`config.mk`:
```
export PLATFORM = sky130hd
export DESIGN_NAME = program_sequencer
export DESIGN_NICKNAME = d
export VERILOG_FILES = /design/src/rtl/seq_pkg.sv /design/src/rtl/run_counter.sv /design/src/rtl/program_sequencer.sv
export SDC_FILE = /design/constraint.sdc
export NUM_CORES = 1
export LEC_CHECK = 0
export CORE_ASPECT_RATIO = 1.2
export CORE_MARGIN = 1.5
export CORE_UTILIZATION = 47
export CTS_CLUSTER_DIAMETER = 50
export DETAILED_ROUTE_END_ITERATION = 8
export HOLD_SLACK_MARGIN = 0.08
export PLACE_DENSITY = 0.7
export RECOVER_POWER = 25
export SYNTH_ARGS = -nofsm -noshare
export SYNTH_HDL_FRONTEND = slang
export SYNTH_SLANG_ARGS = --single-unit
```
`constraint.sdc`:
```
create_clock -name Clk -period 2.7 [get_ports Clk]
set_clock_uncertainty 0.2 [all_clocks]
set_input_delay 0.54 -clock Clk [delete_from_list [all_inputs] [get_ports Clk]]
set_output_delay 0.54 -clock Clk [all_outputs]
set_load 0.01 [all_outputs]
```
`src/rtl/seq_pkg.sv`:
```
// Shared types and defaults for the program sequencer.
package seq_pkg;

  typedef enum logic [2:0] {IDLE, START, MASK, RUN, REPORT, DONE} seq_state_t;

  localparam int          START_LEN_DEF = 2;
  localparam int          CYCLE_W_DEF   = 16;
  localparam int unsigned TIMEOUT_DEF   = 32'h0000_FFFF;

  // Index width for n items, never narrower than one bit.
  function automatic int prog_w(input int n);
    return (n <= 1) ? 1 : $clog2(n);
  endfunction

endpackage

```
`src/rtl/run_counter.sv`:
```
// Saturating run-cycle counter with clear/enable and a terminal compare.
module run_counter #(
  parameter int          CYCLE_W = 16,
  parameter int unsigned LIMIT   = 32'h0000_FFFF
) (
  input  logic               Clk,
  input  logic               Reset,
  input  logic               clr,
  input  logic               en,
  output logic [CYCLE_W-1:0] cnt,
  output logic               at_limit
);

  assign at_limit = (cnt == CYCLE_W'(LIMIT));

  // Holding at the limit keeps the count from ever wrapping.
  always_ff @(posedge Clk or negedge Reset) begin
    if (!Reset)                 cnt <= '0;
    else if (clr)               cnt <= '0;
    else if (en && !at_limit)   cnt <= cnt + 1'b1;
  end

endmodule

```
`src/rtl/program_sequencer.sv`:
```
// Launches NUM_PROGS programs on the core in turn and reports run cycles per program.
//   state  | meaning
//   IDLE   | waiting for Go
//   START  | Start held high for START_LEN cycles
//   MASK   | one cycle ignoring the previous program's stale Ack
//   RUN    | counting cycles until Ack or watchdog limit
//   REPORT | one-cycle result pulse
//   DONE   | one-cycle completion pulse
module program_sequencer
  import seq_pkg::*;
#(
  parameter int          NUM_PROGS = 3,
  parameter int          START_LEN = START_LEN_DEF,
  parameter int          CYCLE_W   = CYCLE_W_DEF,
  parameter int unsigned TIMEOUT   = TIMEOUT_DEF,
  localparam int         PW        = prog_w(NUM_PROGS)
) (
  input  logic               Clk,
  input  logic               Reset,
  input  logic               Go,
  input  logic               Abort,
  input  logic               Ack,
  output logic               Start,
  output logic [PW-1:0]      ProgSel,
  output logic               Busy,
  output logic               ResultValid,
  output logic [PW-1:0]      ResultIdx,
  output logic [CYCLE_W-1:0] CycleCt,
  output logic               Timeout,
  output logic               Done
);

  localparam int SW = prog_w(START_LEN);

  seq_state_t         state, nxt;
  logic [SW-1:0]      start_ct;
  logic [CYCLE_W-1:0] run_ct;
  logic               run_at_lim;
  logic               run_clr, run_en;

  assign run_clr = (state == IDLE) || (state == REPORT);
  assign run_en  = (state == MASK) || ((state == RUN) && !Ack);

  run_counter #(.CYCLE_W(CYCLE_W), .LIMIT(TIMEOUT)) u_run_ct (
    .Clk      (Clk),
    .Reset    (Reset),
    .clr      (run_clr),
    .en       (run_en),
    .cnt      (run_ct),
    .at_limit (run_at_lim)
  );

  // Abort also covers IDLE, where it simply suppresses Go.
  always_comb begin
    nxt = state;
    if (Abort) nxt = IDLE;
    else begin
      case (state)
        IDLE:    if (Go) nxt = START;
        START:   if (start_ct == SW'(START_LEN - 1)) nxt = MASK;
        MASK:    nxt = RUN;
        RUN:     if (Ack || run_at_lim) nxt = REPORT;
        REPORT:  nxt = (ProgSel == PW'(NUM_PROGS - 1)) ? DONE : START;
        DONE:    nxt = IDLE;
        default: nxt = IDLE;
      endcase
    end
  end

  always_ff @(posedge Clk or negedge Reset) begin
    if (!Reset) begin
      state       <= IDLE;
      start_ct    <= '0;
      Start       <= 1'b0;
      ProgSel     <= '0;
      Busy        <= 1'b0;
      ResultValid <= 1'b0;
      ResultIdx   <= '0;
      CycleCt     <= '0;
      Timeout     <= 1'b0;
      Done        <= 1'b0;
    end else begin
      state       <= nxt;
      Start       <= (nxt == START);
      Busy        <= (nxt != IDLE);
      ResultValid <= (nxt == REPORT);
      Done        <= (nxt == DONE);

      if ((state == START) && (nxt == START)) start_ct <= start_ct + 1'b1;
      else                                    start_ct <= '0;

      if (nxt == IDLE)                             ProgSel <= '0;
      else if ((state == REPORT) && (nxt == START)) ProgSel <= ProgSel + 1'b1;

      // Only RUN reaches REPORT, so Ack low here means the watchdog fired.
      if (nxt == REPORT) begin
        CycleCt   <= run_ct;
        ResultIdx <= ProgSel;
        Timeout   <= !Ack;
      end
    end
  end

endmodule
```
==> metrics, run 1 <==
status finished, final reports clean; Total Die Area ~0.0052 sq mm; Synth cell types 52; LEAKAGE between 1 and 1.5 nW; cell area after synthesis roughly 0.0023 sq mm; FF-to-FF Start u_run_ct.cnt[0]; Fin Hold WS ~0.31 ns; ant diodes 0; hold buffers post-CTS 0; Top Usage Layer GRT met2; Worst-path clk slew 0.08 ns; Synth area leaders dfrtp_1 (50%), mux2_4 (12%), xnor2_1 (3.5%), mux2i_1 (2.7%), nand2_1 (2.7%); I/O pin total 30; gr usage total 0.193; Synth area leader dfrtp_1; number of global-route vias before repair between 1500 and 2000; Post-CTS Setup Inserts 0; CP Launch Type primary input; ANT nets after route 0; worst min path class flip-flop to flip-flop; main flop type after synthesis dfrtp_1; Tmin final approximately 2.5 ns; Chip Height between 70 and 80 um; Yosys top cell area share 0.500; Final Net Count between 200 and 250; Synth warnings 0; clock sinks 45; period utilisation layout 0.931; WHS Path Cells 1; r2r worst-path depth 5; post-cts resize count 0; Remaining DRCs 0; layout cell share with drive strength beyond 1 0.237; WL/cell 15.5 um; synthesis-stage register bit count 45; Starting Density 0.490; syn_area_per_cell between 10 and 15 sq um; PD cells about 480 mW/mm^2; max_cap viols 0; CP required between 2 and 3 ns; Worst slew margin 0.267; Worst Tran Pin Value between 1 and 1.5 ns; crit path kind primary input to flip-flop; Layout area overhead 21.7%; ys async rst share 1.00; final core occ 0.596; Layout Cell Area excl Fill between 0.002 and 0.003 sq mm; Num CTS Buffers 5; CP Capture Type flip-flop; first-pass GRT wire length 7680 um; Core Area roughly 0.0046 sq mm; Pre-antenna DRT Iters 4; clock tree buffer depth 2; Slew Limit Fails 0; via count approximately 1600; WP data arrival 2.49 ns; largest net degree at the start of global routing 46; Post-Place Cells between 200 and 300; Critical Path Sink CycleCt[3]; CTS tree built; Placer Congestion between 0.8 and 0.9; dpl hpwl roughly 3200 um; die width 66.2 um; htree depth 2; Post-Syn Instances roughly 190; Post-synth EDFFs 0; syn_nets between 150 and 200; Power Total about 1.3 mW; r2r setup slk around 0.19 ns; Worst Setup SP Go; final hold vios 0; FMAX just under 400 MHz; Final setup violation count 0; root buffer cell clkbuf_8; DRT iter0 DRCs 89; cell with the most instances after synthesis dfrtp_1; Area after DPL approximately 0.0026 sq mm; routed vias/inst about 5.5; sequential-to-total area share from yosys stat 0.500; initial antenna violation count 0; reg-to-reg critical path endpoint CycleCt[3]; GRT met1 Usage 0.229; Final Non-Filler Cells about 280; aggregate global routing overflow 0; worst vdd ir about 320 uV; # rows 27; GR Util met2 0.326; global routing met3 resource utilization 0.0439; critical-path maximum fanout 20; PortBufs 29; drt total wl approximately 4400 um; Commonest cells post-synth dfrtp_1 (45), mux2_4 (18), nand2_1 (16); RSZ-0062 raised after global routing false; Worst-Skew Late Latency between 0.2 and 0.3 ns
[through the flow]
stage	setup TNS (ns)	setup WS [ns]
detailed placement	-2.28	-0.132
floorplan	0	0.637
CTS	0	0.168
finish	0	0.187
global route	0	0.0725
global placement	-0.719	-0.0407
[routing by layer]
| layer | part of all wire | routed length, um |
|---|---|---|
| met5 | 0 | 0 |
| met4 | 0.024 | 104 |
| met3 | 0.043 | 189 |
| met2 | 0.52 | 2260 |
| met1 | 0.42 | 1830 |
[worst min-delay path by stage]
stage / from / slack, ns / to
2_1_floorplan: Reset / 0.04 / Busy
3_3_place_gp: u_run_ct.cnt[2] / 0.29 / u_run_ct.cnt[2]
3_5_place_dp: CycleCt[14] / 0.30 / CycleCt[14]
4_1_cts: Reset / 0.14 / CycleCt[11]
5_1_grt: CycleCt[12] / 0.33 / CycleCt[12]
6_report: CycleCt[12] / 0.31 / CycleCt[12]
[cell families (layout without fill, tap and decap cells)]
| logic type | Yosys count | after routing | share of synthesized area |
|---|---|---|---|
| compound gates | 23 | 23 | 0.0945 |
| fa+ha+maj | 2 | 2 | 0.0111 |
| simple gates | 69 | 69 | 0.171 |
| mux | 24 | 24 | 0.147 |
| buf+inv | 13 | 51 | 0.0383 |
| flops | 45 | 45 | 0.500 |
| xor+xnor | 10 | 10 | 0.0389 |
[state kept, by name, summed over array words and instances, names as in the netlist]
name	flops
CycleCt	16
ProgSel	2
Timeout	1
start_ct	1
Start	1
Busy	1
ResultIdx	2
u_run_ct.cnt	16
Done	1
state	3
ResultValid	1
[power breakdown]
group / total [mW] / switching (mW) / internal [mW]
Combinational: 0.0962 / 0.0567 / 0.0395
Sequential: 0.685 / 0.00380 / 0.681
Clock: 0.527 / 0.226 / 0.301
[worst max-delay path, cell delays in order]
cell and delay, ns:
clkdlybuf4s50_1 0.51, nor4_2 0.06, a21oi_2 0.15, a221oi_2 0.10, a31oi_4 0.77, mux2_4 0.36
[layout by cell type, fill, tap and decap left out, drive strengths merged, types with 2 or more instances in the layout]
cell type	instances
and3	3
inv	4
and4	3
a2111oi	3
nand2	17
dfrtp	45
a211oi	2
clkdlybuf4s50	28
mux2	18
and4b	2
nor2	14
nor4	3
clkbuf	7
a311oi	2
mux2i	6
a31oi	2
nand3	10
a21oi	6
xnor2	9
nand2b	2
ha	2
buf	10
and2	4
o21ai	2
[area by class of cell]
cell class	instances	area [sq um]
repair buffers	39	358
well taps	58	72.6
inverters	4	15.0
clock inverters	2	37.5
fillers	406	1850
flip-flops and latches	45	1130
clock buffers	6	82.6
multi-input cells	128	1050
(Power assumes the default switching activity.)
==> inputs of run 2 (changes only) <==
--- a/config.mk
+++ b/config.mk
@@ -13,6 +13,7 @@
 export HOLD_SLACK_MARGIN = 0.08
 export PLACE_DENSITY = 0.7
 export RECOVER_POWER = 25
+export SLEW_MARGIN = 25
 export SYNTH_ARGS = -nofsm -noshare
 export SYNTH_HDL_FRONTEND = slang
 export SYNTH_SLANG_ARGS = --single-unit
==> results of run 2 <==
Final layout, timing and power as in run 1 (identical DEF).
==> inputs of run 3 (changes only) <==
--- a/config.mk
+++ b/config.mk
@@ -5,6 +5,7 @@
 export SDC_FILE = /design/constraint.sdc
 export NUM_CORES = 1
 export LEC_CHECK = 0
+export CAP_MARGIN = 20
 export CORE_ASPECT_RATIO = 1.2
 export CORE_MARGIN = 1.5
 export CORE_UTILIZATION = 47
==> results of run 3 <==
Final layout, timing and power as in run 1 (identical DEF).
